`src/rtl/freq_div_prog.sv`:
```
// Programmable 50%-duty clock divider with a load/ack handshake; new half-periods apply at period boundaries.
// Optional phase-align input sync_in is built only when FREQ_SYNC_EN is defined.
module freq_div_prog #(
   parameter int          CNT_W        = 32,
   parameter int unsigned DEFAULT_HALF = 25000000
) (
   input  logic             clk_50mhz,
   input  logic             rst,
   input  logic             en,
`ifdef FREQ_SYNC_EN
   input  logic             sync_in,
`endif
   input  logic [CNT_W-1:0] div_half,
   input  logic             div_load,
   output logic             div_ack,
   output logic             pending,
   output logic             clk_out,
   output logic             tick
);

   localparam logic [CNT_W-1:0] DEF_HALF = CNT_W'(DEFAULT_HALF);
   localparam logic [CNT_W-1:0] ONE      = CNT_W'(1);

   logic [CNT_W-1:0] cnt;
   logic [CNT_W-1:0] act_half;
   logic [CNT_W-1:0] pend_half;
   logic [CNT_W-1:0] load_val;
   logic             half_end;
   logic             boundary;
   logic             align;

   assign load_val = (div_half == '0) ? ONE : div_half;
   assign half_end = (cnt == act_half - ONE);

`ifdef FREQ_SYNC_EN
   logic sync_prev;
   logic sync_fire;

   always_ff @(posedge clk_50mhz) begin
      if (rst) begin
         sync_prev <= 1'b0;
         sync_fire <= 1'b0;
      end else begin
         sync_prev <= sync_in;
         sync_fire <= sync_in & ~sync_prev;
      end
   end

   assign align = sync_fire;
`else
   assign align = 1'b0;
`endif

   // Phase alignment counts as a period boundary so pending values land with it.
   assign boundary = (half_end && clk_out) || align;

   always_ff @(posedge clk_50mhz) begin
      if (rst) begin
         cnt       <= '0;
         clk_out   <= 1'b0;
         tick      <= 1'b0;
         div_ack   <= 1'b0;
         pending   <= 1'b0;
         pend_half <= '0;
         act_half  <= DEF_HALF;
      end else begin
         div_ack <= div_load;
         tick    <= 1'b0;
         if (en) begin
            if (align) begin
               cnt     <= '0;
               clk_out <= 1'b1;
               tick    <= 1'b1;
            end else if (half_end) begin
               cnt     <= '0;
               clk_out <= ~clk_out;
               tick    <= ~clk_out;
            end else begin
               cnt <= cnt + ONE;
            end

            // A load landing on a boundary supersedes any older pending value.
            if (div_load && boundary) begin
               act_half <= load_val;
               pending  <= 1'b0;
            end else begin
               if (boundary && pending) begin
                  act_half <= pend_half;
                  pending  <= 1'b0;
               end
               if (div_load) begin
                  pend_half <= load_val;
                  pending   <= 1'b1;
               end
            end
         end else if (div_load) begin
            act_half <= load_val;
            cnt      <= '0;
            clk_out  <= 1'b0;
            pending  <= 1'b0;
         end
      end
   end

endmodule

```
`config.mk`:
```
export PLATFORM = sky130hd
export DESIGN_NAME = freq_div_prog
export DESIGN_NICKNAME = d
export VERILOG_FILES = /design/src/rtl/freq_div_prog.sv
export SDC_FILE = /design/constraint.sdc
export NUM_CORES = 1
export LEC_CHECK = 0
export CORE_ASPECT_RATIO = 1.5
export CORE_MARGIN = 8
export CORE_UTILIZATION = 47
export DETAILED_ROUTE_END_ITERATION = 10
export MAX_ROUTING_LAYER = met4
export PLACE_DENSITY = 0.66
export SLEW_MARGIN = 10
export SYNTH_ARGS = -nofsm -noshare
export SYNTH_HDL_FRONTEND = slang
export SYNTH_SLANG_ARGS = --single-unit
```
`constraint.sdc`:
```
create_clock -name clk_50mhz -period 3.7 [get_ports clk_50mhz]
set_input_delay 0.74 -clock clk_50mhz [delete_from_list [all_inputs] [get_ports clk_50mhz]]
set_output_delay 0.74 -clock clk_50mhz [all_outputs]
set_load 0.1 [all_outputs]
```
---- Word-level counts from Yosys, hierarchy flattened ----
Cells that the tools add are included.
word-level totals
  input bits .............................. 36
  output and inout port bits .............. 4
  register bits after elaboration ......... 100
  logic and storage cells ................. 42
cells by class
  add/sub/neg operators ................... 2
  mux-type cells .......................... 15
  reductions and logical operators ........ 11
  equal/unequal tests ..................... 3
  bitwise operators ....................... 4
operators by type and width
  cell                                                   number
  2-to-1 mux 32 bit                                      8
  adder 32 x 1 -> 32 bit, second input constant          1
  equality test 32 bit                                   1
  logical NOT 32 bit                                     1
  subtractor 32 x 1 -> 32 bit, second input constant     1
  2-to-1 mux 1 bit                                       7
  AND reduction 2 bit                                    3
  inverter 1 bit                                         4
  logical AND 1 bit                                      3
  inequality test 3 x 1 -> 1 bit, second input constant  1
  AND reduction 3 bit                                    1
  nonzero test 3 bit                                     1
  OR reduction 3 bit                                     1
  inequality test 2 x 1 -> 1 bit, second input constant  1
  nonzero test 2 bit                                     1

---- Logic depth before layout (Yosys ltp) ----
Gate-level depths: netlist (run 1).
  depth in word-level cells ............... 8
  mapped depth ............................ 14
  gate-level depth less buffers ........... 11

---- Worst setup path after synthesis (run 1) ----
OpenSTA, ideal clock, no wires.
  path type ............................... reg-to-reg
  from .................................... register act_half[6]
  to ...................................... register act_half[11]
  buffers on the path ..................... 3
  data required time ...................... 3,578 ps
  arrival time ............................ 2,875 ps
  setup slack ............................. 703 ps
  setup time .............................. 122 ps
  cell stages (with the launch flop) ...... 13
  period minus slack after synthesis ...... 2,997 ps
  cell sequence ........................... dfxtp_1 -> buf_4 -> nor4_4 -> nand4_2 -> buf_2 -> nor4_1 -> xnor2_1 -> o21ai_2 -> nor4_4 -> nand4_1 -> o21a_2 -> buf_6 -> o32a_1
between the ends
  cells in the longest elaborated chain, start to end .. 6
  elaborated cells on any way between the ends .. 9
  those cells by class .................... add/sub (1); eq/ne (2); mux (2); reduce/logical (4)
ends and longest elaborated chain
  element                                                                        RTL line  RTL
  start, declared                                                                25        logic [CNT_W-1:0] act_half;
  start signal, assigned                                                         84        act_half <= load_val;
  start signal, assigned                                                         88        act_half <= pend_half;
  start signal, assigned                                                         97        act_half <= load_val;
  subtractor 32 x 1 -> 32 bit *                                                  33        assign half_end = (cnt == act_half - ONE);
  equality test 32 bit *                                                         33
  logical AND 1 bit *                                                            55        assign boundary = (half_end && clk_out) || align;
  logical AND 1 bit, on equally long branches                                    83, 87
  inequality test 3 x 1 -> 1 bit (no line) or 2-to-1 mux 32 bit (tied branches)  -
  AND reduction 2 bit (no line) or 2-to-1 mux 32 bit (tied branches)             -
Every way passes the cells marked *; elsewhere a longest branch is shown, timed or not.
A chain may end at the register's enable or synchronous reset.

---- Worst setup path after layout (run 1) ----
  from .................................... register act_half[3]
  to ...................................... register act_half[11]
Same word-level chain as after synthesis.

==> run_results.csv, run 1 <==
group,metric,value,unit
status,outcome,"finished, final reports clean",
synthesis,syn-num-nets,846,
power,pwr-share-comb,0.150,
place,place_area,6870,sq um
timing,slew_viol_final,0,
timing,finalCritPeriodShare,0.929,
synthesis,post-synth-top-count-cell,"dfxtp_1",
synthesis,yosys.area.top_type,"dfxtp_1",
die,die_x,111,um
timing,final-setup-viol-count,0,
clocking,cts.sinks,100,
worst_setup_path,critPathMaxFanout,20,
detailed_routing,final_antenna_net_count,0,
worst_setup_path,start_kind,"flop",
synthesis,syn-cell-area,6400,sq um
synthesis,synth.top_cells.by_count,"dfxtp_1, nor2_1, nand2b_1, nand2_1, a21oi_1",
timing,maxSlewHeadroom,0.345,
timing,worst_pin_slew,0.980,ns
power,leakage,0.00260,uW
synthesis,yosysTopAreaCellShare,0.313,
die,row_count,52,
power,p_per_area,349,nW/um^2
die,initial_utilization,0.478,
clocking,cts_buffers,9,
clocking,ctsLongestPathBuffers,2,
clocking,path_clk_slew,0.08,ns
synthesis,synth-simple-area-share,0.321,
synthesis,synth_edf_count,0,
clocking,clk_latency,0.36,ns
grt,gr-total-overflow,0,
finish,syn2layout_area_growth,12.5,%
die,coreArea,13400,sq um
timing,min_period,3.44,ns
synthesis,synth_fa_ha_area_frac,0.00391,
detailed_routing,drc,0,
worst_setup_path,critPathKind,"reg -> reg",
grt,grt_max_degree,51,
grt,grt_usage,0.200,
power,switching_share,0.292,
clocking,cts_max_level,3,
detailed_routing,wl_per_cell,17.5,um
timing,setup_tns,0,ns
worst_setup_path,cp-end-kind,"flop",
synthesis,ys.flop_type,"dfxtp_1",
die,dieArea,17700,sq um
synthesis,yosysSeqAreaShare,0.313,
worst_setup_path,worst_path_largest_cell_delay,0.59,ns
worst_setup_path,worstPathArrival,3.68,ns
clocking,cts_tree,"built",
grt,grt_pass1_vias,5891,
timing,max_freq,0.291,GHz
detailed_routing,drt_wl_total,17300,um
synthesis,async_flop_share,0,
place,io_buffers,39,
detailed_routing,drt_iter0_drc,287,
synthesis,synth_top_family_by_area,"simple AND/OR/NAND/NOR gates",
grt,antenna_found_initial,0,
clocking,cts_hold_buf,0,
detailed_routing,dr.pass1.iters,5,
power,ir_drop,0.212,mV
synthesis,ys_top_cells_by_area,"dfxtp_1, nand2b_1, mux2i_1, nor2_1, a21oi_1",
die,ioPinCount,40,
run,cap_violations,0,
power,pwr-share-seq,0.463,
place,dp_slack,0.111,ns
power,p_switching,733,uW
worst_setup_path,critical_path_buf_inv_count,1,
synthesis,avgSynthCellArea,7.92,sq um
timing,rsz0062_at_grt,"false",
timing,layout_setup_ws,0.261,ns
synthesis,synth.area.mux_share,0.0547,
finish,layout.nets,860,
synthesis,synth_cells,808,
timing,clock_skew,0.0128,ns
power,p_clk_frac,0.387,
grt,grt_pass1_wl,29100,um
worst_setup_path,crit_chain,"nor3_4 -> nand4_4 -> or4_1 -> nand3_2 -> o21ai_2 -> nor4_4 -> nand4_1 -> buf_4 -> o21a_2 -> o32a_1",
detailed_routing,vias,5914,
worst_hold_path,hold_class,"reg -> reg",
synthesis,ys_warn_count,0,
worst_setup_path,regToRegSetupSlack,0.26,ns
detailed_routing,avgViaCountPerCell,5.98,
synthesis,synth_xor_area_frac,0.0616,
clocking,postCtsSetupBuffers,0,
finish,stdcell_area,7200,sq um
clocking,clockRootBuffer,"clkbuf_16",
place,hpwl,13000,um
timing,hold_viol_final,0,
synthesis,synth-seq-cells,100,
power,power.internal,1780,uW
finish,layout-drive-gt1-share,0.0786,
synthesis,synth_compound_area_frac,0.174,
synthesis,ys_types,65,
die,die_y,159,um
worst_setup_path,worst_ep_required_time,3.94,ns
finish,utilization,0.537,
worst_setup_path,path_delay_family,"simple AND/OR/NAND/NOR gates",
finish,diodes,0,
place,gp_congestion,0.948,
worst_setup_path,cp_slowest_cell,"or4_1",
[kinds of logic after synthesis]
group	count (synthesis)
AND/OR/NAND/NOR	368
AO/OA/AOI/OAI	156
buffers and inverters	102
flip-flops	100
XOR/XNOR	45
multiplexers	35
adder cells (fa/ha/maj)	2
[flip-flops by register name, summed over array words and instances, names as in the netlist]
name       flops
act_half      32
cnt           32
pend_half     32
clk_out        1
div_ack        1
pending        1
tick           1
[cells in the final DEF, fill, tap and decap left out, types with 3 or more instances in the layout]
master,instances
clkdlybuf4s50_1,36
nand3_1,41
nand3b_1,6
a31oi_1,12
buf_4,26
nor2_1,77
a211o_1,5
o21bai_1,3
o21ai_0,11
and3_1,9
mux2i_1,35
or3_1,9
or2_2,4
a21o_1,6
nand4_1,15
o22ai_1,4
o311ai_1,13
and2_1,4
clkbuf_16,9
o32a_1,12
o21ai_1,3
nand2b_1,68
xnor2_1,24
nor3_1,13
nand2_1,54
a211oi_1,6
o221a_1,10
nand4b_1,3
xor2_1,21
nor4_1,23
nor3b_1,19
nor4_4,3
a21oi_1,47
dfxtp_1,100
inv_1,41
o31ai_1,7
[stage by stage]
stage	std cells	hold WS, ns	total power (uW)
3_5_place_dp	973	0.469	1560
2_1_floorplan	808	0.449	1430
6_report	989	0.481	2510
4_1_cts	989	0.483	2530
5_1_grt	989	0.496	2620
3_3_place_gp	973	0.458	1550
[per-layer routing]
metal	part of all wire	track usage	up-vias
li1	-	-	2915
met1	0.43	0.226	2827
met2	0.51	0.341	127
met3	0.024	0.0226	45
met4	0.037	0.0968	0
met5	0	-	-
[area by class of cell]
cell class | instances | area (sq um)
Fill cell | 1289 | 6200
Multi-Input combinational cell | 606 | 3970
Sequential cell | 100 | 2000
Timing Repair Buffer | 64 | 566
Clock buffer | 10 | 239
Tap cell | 162 | 203
Inverter | 41 | 154
Clock inverter | 6 | 70.1
[worst reg2reg max path, stage by stage, from the launching register on]
cell	delay [ns]
dfxtp_1	0.41
nor3_4	0.44
nand4_4	0.30
or4_1	0.59
nand3_2	0.11
o21ai_2	0.08
nor4_4	0.32
nand4_1	0.16
buf_4	0.24
o21a_2	0.32
o32a_1	0.36
[repair_timing]
action,4_1_cts,5_1_grt
gates resized for setup,0,4
endpoints found under the setup margin,0,46
endpoints found under the hold margin,0,0
[power by group through the flow]
stage / clock network [uW] / registers [uW] / logic (uW)
global placement: 0 / 1190 / 365
floorplan: 0 / 1180 / 256
detailed placement: 0 / 1190 / 372
finish: 972 / 1160 / 378
CTS: 988 / 1160 / 374
global route: 1030 / 1170 / 415
[worst paths after layout]
path | startpoint | endpoint | cells past startpoint
worst min register to register | pend_half[20]$_SDFFE_PP0P_ | pend_half[20]$_SDFFE_PP0P_ | 2
worst max-delay path | act_half[3]$_SDFFE_PP0P_ | act_half[11]$_SDFFE_PP1P_ | 10
worst min-delay path | pend_half[20]$_SDFFE_PP0P_ | pend_half[20]$_SDFFE_PP0P_ | 2
worst max register to register | act_half[3]$_SDFFE_PP0P_ | act_half[11]$_SDFFE_PP1P_ | 10
(Power assumes the default switching activity.)
==> run 2: changes to the inputs <==
- clock period: 3.7 -> 3.6 ns (I/O delays scaled with it)
==> run 2 against run 1 <==
Against the previous run:
- sequential cell count stayed put
- clock skew is 0.0028 ns lower
- maximum frequency rose by 2.4%
- via count decreased by 1.4%
- routed wire length barely moved
- cell count fell by 0.20%
- critical path depth increased by 1
- first-iteration DRC count shrank 14%
- global-route usage shrank 0.20 points
- count of clock-buffer cells in the layout decreased by 1
- non-clock buffer count down 1
==> run_results.csv, run 2 (synthesis gave the netlist of run 1 again) <==
group,metric,value,unit
status,outcome,"finished, final reports clean",
grt,grt_max_degree,47,
timing,final-setup-viol-count,0,
finish,layout.nets,859,
grt,grt_pass1_wl,28600,um
worst_setup_path,worstPathArrival,3.59,ns
timing,max_freq,0.298,GHz
detailed_routing,final_antenna_net_count,0,
die,coreArea,13400,sq um
die,ioPinCount,40,
place,gp_congestion,0.919,
grt,grt_pass1_vias,5771,
power,p_per_area,352,nW/um^2
worst_setup_path,worst_ep_required_time,3.84,ns
clocking,cts_tree,"built",
timing,holdWs,0.476,ns
timing,setup_tns,0,ns
worst_setup_path,regToRegSetupSlack,0.24,ns
worst_setup_path,cp-end-kind,"flop",
timing,maxSlewHeadroom,0.353,
worst_setup_path,critPathMaxFanout,15,
clocking,cts_hold_buf,0,
worst_hold_path,hold_class,"reg -> reg",
die,initial_utilization,0.478,
grt,grt_usage,0.198,
worst_setup_path,crit_path_frequent_cell,"a211oi_1",
die,die_x,111,um
finish,layout_commonest_cell,"dfxtp_1",
timing,rsz0062_at_grt,"false",
worst_hold_path,min_path_cells,2,
finish,syn2layout_area_growth,12.0,%
place,io_buffers,39,
detailed_routing,drt_iter0_drc,248,
clocking,clk_latency,0.35,ns
worst_setup_path,reg2reg_from,"act_half[0]$_SDFFE_PP0P_",
run,cap_violations,0,
clocking,path_clk_slew,0.07,ns
worst_setup_path,critical_path_buf_inv_count,1,
worst_setup_path,start_kind,"flop",
place,dp_slack,0.163,ns
detailed_routing,drc,0,
worst_setup_path,reg2regPathDepth,11,
worst_setup_path,cp_slowest_cell,"or2_1",
finish,most-common-layout-cells,"dfxtp_1, nor2_1, nand2b_1, nand2_1, a21oi_1",
power,leakage,0.00260,uW
power,ir_drop,0.215,mV
place,hpwl,13100,um
clocking,postCtsSetupBuffers,0,
die,dieArea,17700,sq um
clocking,ctsResizeCount,0,
worst_setup_path,crit_chain,"inv_1 -> ha_2 -> nor3b_1 -> nand4_1 -> o311a_1 -> a211oi_1 -> a211oi_1 -> and4b_1 -> a22o_1 -> or2_1 -> o32a_1",
timing,clock_skew,0.0100,ns
clocking,ctsLongestPathBuffers,2,
timing,min_period,3.36,ns
finish,layout-drive-gt1-share,0.0752,
timing,worst_pin_slew,0.967,ns
timing,finalCritPeriodShare,0.932,
finish,largestRegisters,"act_half: 32 flops, cnt: 32 flops, pend_half: 32 flops",
detailed_routing,drt_wl_total,17300,um
timing,slew_viol_final,0,
detailed_routing,avgViaCountPerCell,5.91,
timing,layout_setup_ws,0.243,ns
detailed_routing,wl_per_cell,17.6,um
worst_setup_path,cp.depth,11,
clocking,cts.sinks,100,
grt,antenna_found_initial,0,
die,row_count,52,
detailed_routing,vias,5830,
timing,hold_viol_final,0,
worst_setup_path,worst_path_largest_cell_delay,0.39,ns
clocking,cts_max_level,3,
worst_setup_path,r2r_end,"act_half[13]$_SDFFE_PP1P_",
worst_setup_path,path_delay_family,"compound AO/OA/AOI/OAI gates",
worst_setup_path,critPathKind,"reg -> reg",
clocking,clockRootBuffer,"clkbuf_16",
finish,diodes,0,
detailed_routing,dr.pass1.iters,5,
worst_setup_path,startpoint,"act_half[0]$_SDFFE_PP0P_",
worst_setup_path,cp-endpoint,"act_half[13]$_SDFFE_PP1P_",
die,die_y,159,um
clocking,cts_buffers,9,
grt,gr-total-overflow,0,
run 2: cell types whose count changed in the layout (fill, tap and decap cells not counted), sizes merged:
cell / previous run / this run
inv: 43 / 45
buf: 28 / 27
clkbuf: 10 / 9
clkinvlp: 0 / 1
clkinv: 4 / 1
run 2: metal layers:
layer  routed length, um  track usage
met2                8670        0.330
met5                   0            -
met1                7480        0.228
met4                 672       0.0986
met3                 510       0.0245
run 2: cell type report:
class / count / area [sq um]
inverters: 41 / 154
well taps: 162 / 203
multi-input cells: 606 / 3950
clock inverters: 6 / 53.8
repair buffers: 63 / 583
clock buffers: 9 / 225
flip-flops and latches: 100 / 2000
fillers: 1309 / 6230
run 2: worst min-delay path by stage:
| stage | to | slack [ns] | startpoint |
|---|---|---|---|
| 3_3_place_gp | pend_half[6]$_SDFFE_PP0P_ | 0.46 | pend_half[6]$_SDFFE_PP0P_ |
| 2_1_floorplan | pend_half[0]$_SDFFE_PP0P_ | 0.45 | pend_half[0]$_SDFFE_PP0P_ |
| 5_1_grt | pend_half[17]$_SDFFE_PP0P_ | 0.50 | pend_half[17]$_SDFFE_PP0P_ |
| 4_1_cts | pend_half[15]$_SDFFE_PP0P_ | 0.48 | pend_half[15]$_SDFFE_PP0P_ |
| 6_report | pend_half[15]$_SDFFE_PP0P_ | 0.48 | pend_half[15]$_SDFFE_PP0P_ |
| 3_5_place_dp | pend_half[15]$_SDFFE_PP0P_ | 0.47 | pend_half[15]$_SDFFE_PP0P_ |
run 2: power breakdown:
part	internal [uW]	switching, uW	total [uW]
Clock	479	466	946
Sequential	1150	51.3	1200
Combinational	172	209	381
Total	1800	726	2520
run 2: tightest hold or removal path, delay by kind of cell, from the launching register on:
| kind | cells | cell delay [ns] |
|---|---|---|
| flops | 1 | 0.31 |
| simple gates | 1 | 0.06 |
| mux | 1 | 0.06 |
run 2: per-stage QoR:
step	instance area, sq um	instances	util	total power [uW]
after floorplan	6400	808	-	1470
after global placement	6890	972	0.514	1590
after detailed placement	6890	972	0.514	1600
after CTS	7160	987	0.535	2540
after global routing	7170	987	0.535	2630
final	7170	987	0.535	2520
==> run 3: changes to the inputs <==
- CAP_MARGIN: unset -> 20
- CTS_BUF_LIST: unset -> sky130_fd_sc_hd__clkbuf_4 sky130_fd_sc_hd__clkbuf_8
==> run 3 against run 2 <==
Against the previous run:
- first-iteration DRC count shrank 2.0%
- sequential cell count is the same
- worst setup slack gained 0.041 ns
- cell area shrank 1.4%
- routed wire length is essentially flat
- clock skew grew 0.0022 ns
- maximum frequency grew 1.2%
- sequential power is essentially flat
- die area is the same
- via count grew 0.27%
- clock power shrank 26%
- critical path type unchanged
==> run_results.csv, run 3 (synthesis gave the netlist of run 1 again) <==
group,metric,value,unit
status,outcome,"finished, final reports clean",
finish,stdcell_area,7070,sq um
timing,final-setup-viol-count,0,
worst_setup_path,regToRegSetupSlack,0.28,ns
detailed_routing,vias,5846,
die,row_count,52,
worst_setup_path,critical_path_buf_inv_count,0,
finish,layout-drive-gt1-share,0.0752,
finish,most-common-layout-cells,"dfxtp_1, nor2_1, nand2b_1, nand2_1, a21oi_1",
worst_setup_path,crit_chain,"nor3_2 -> nand4_2 -> nor4_1 -> nor2_1 -> nor4_4 -> nand4_1 -> o21a_2 -> o32a_1",
run,cap_violations,0,
finish,seq_area,2000,sq um
grt,gr-total-overflow,0,
worst_setup_path,reg2regPathDepth,8,
power,power,2280,uW
worst_setup_path,start_kind,"flop",
clocking,cts_buffers,9,
clocking,cts_tree,"built",
worst_setup_path,startpoint,"act_half[8]$_SDFFE_PP0P_",
detailed_routing,drt_wl_total,17300,um
worst_setup_path,cp-endpoint,"act_half[13]$_SDFFE_PP1P_",
timing,slew_viol_final,0,
die,dieArea,17700,sq um
die,ioPinCount,40,
place,place_area,6890,sq um
worst_setup_path,worstPathArrival,3.58,ns
clocking,clk_latency,0.38,ns
detailed_routing,dr.pass1.iters,5,
worst_setup_path,path_delay_family,"simple AND/OR/NAND/NOR gates",
timing,clock_skew,0.0122,ns
detailed_routing,avgViaCountPerCell,5.92,
detailed_routing,drt_iter0_drc,243,
power,p_per_area,323,nW/um^2
place,dp_slack,0.163,ns
place,io_buffers,39,
finish,layout_commonest_cell,"dfxtp_1",
clocking,ctsLongestPathBuffers,2,
finish,syn2layout_area_growth,10.4,%
timing,min_period,3.32,ns
clocking,cts_max_level,3,
grt,grt_usage,0.197,
timing,rsz0062_at_grt,"false",
detailed_routing,drc,0,
grt,grt_pass1_vias,5784,
power,ir_drop,0.191,mV
clocking,postCtsSetupBuffers,0,
clocking,clockRootBuffer,"clkbuf_8",
worst_setup_path,cp-end-kind,"flop",
clocking,path_clk_slew,0.11,ns
finish,nFillCells,1320,
die,initial_utilization,0.478,
worst_setup_path,worst_path_largest_cell_delay,0.63,ns
die,die_x,111,um
place,hpwl,13100,um
finish,layout.nets,859,
finish,multi_input_area,3950,sq um
timing,hold_viol_final,0,
power,leakage,0.00255,uW
grt,grt_pass1_wl,28600,um
timing,worst_pin_slew,0.967,ns
finish,largestRegisters,"act_half: 32 flops, cnt: 32 flops, pend_half: 32 flops",
worst_setup_path,critPathMaxFanout,14,
timing,max_freq,0.302,GHz
place,gp_congestion,0.919,
timing,setup_tns,0,ns
worst_setup_path,critPathKind,"reg -> reg",
worst_setup_path,cp.depth,8,
worst_setup_path,reg2reg_from,"act_half[8]$_SDFFE_PP0P_",
timing,holdWs,0.480,ns
clocking,cts.sinks,100,
timing,finalCritPeriodShare,0.921,
detailed_routing,final_antenna_net_count,0,
timing,maxSlewHeadroom,0.353,
worst_setup_path,r2r_end,"act_half[13]$_SDFFE_PP1P_",
grt,grt_max_degree,47,
timing,layout_setup_ws,0.284,ns
detailed_routing,wl_per_cell,17.5,um
clocking,ctsResizeCount,0,
worst_setup_path,cp_slowest_cell,"nor4_1",
die,die_y,159,um
clocking,cts_hold_buf,0,
worst_setup_path,worst_ep_required_time,3.87,ns
finish,diodes,0,
grt,antenna_found_initial,0,
die,coreArea,13400,sq um
worst_hold_path,hold_class,"reg -> reg",
run 3: cell counts in the layout (fill, tap and decap cells not counted):
Identical to the previous run, type by type.
run 3: area by class of cell:
class,instances,area share
inverter,41,0.0218
clock buffer,9,0.0175
multi-input combinational,606,0.559
timing repair buffer,63,0.0825
clock inverter,6,0.00761
sequential,100,0.283
tap,162,0.0287
run 3: worst min path at each step:
stage | startpoint | cells after the start | endpoint
3_5_place_dp | pend_half[15]$_SDFFE_PP0P_ | 2 | pend_half[15]$_SDFFE_PP0P_
3_3_place_gp | pend_half[6]$_SDFFE_PP0P_ | 2 | pend_half[6]$_SDFFE_PP0P_
5_1_grt | pend_half[17]$_SDFFE_PP0P_ | 2 | pend_half[17]$_SDFFE_PP0P_
6_report | pend_half[15]$_SDFFE_PP0P_ | 2 | pend_half[15]$_SDFFE_PP0P_
2_1_floorplan | pend_half[0]$_SDFFE_PP0P_ | 2 | pend_half[0]$_SDFFE_PP0P_
4_1_cts | pend_half[15]$_SDFFE_PP0P_ | 2 | pend_half[15]$_SDFFE_PP0P_
run 3: where the power goes:
group | switching, uW | internal (uW)
registers | 51.4 | 1150
logic | 208 | 172
clock network | 439 | 262
run 3: per-stage QoR:
step,utilization,instances
after floorplan,-,808
after global placement,0.514,972
after detailed placement,0.514,972
after CTS,0.527,987
after global routing,0.527,987
final,0.527,987
run 3: tightest hold or removal path, stage by stage (launching register included):
cell	delay, ns
dfxtp_1	0.32
nand2b_1	0.06
mux2i_1	0.06
run 3: metal layers:
metal,GRT usage,part of all wire,up-vias
met3,0.0241,0.028,41
met5,-,0,-
met1,0.226,0.43,2768
met2,0.329,0.50,131
met4,0.102,0.043,0
li1,-,-,2906
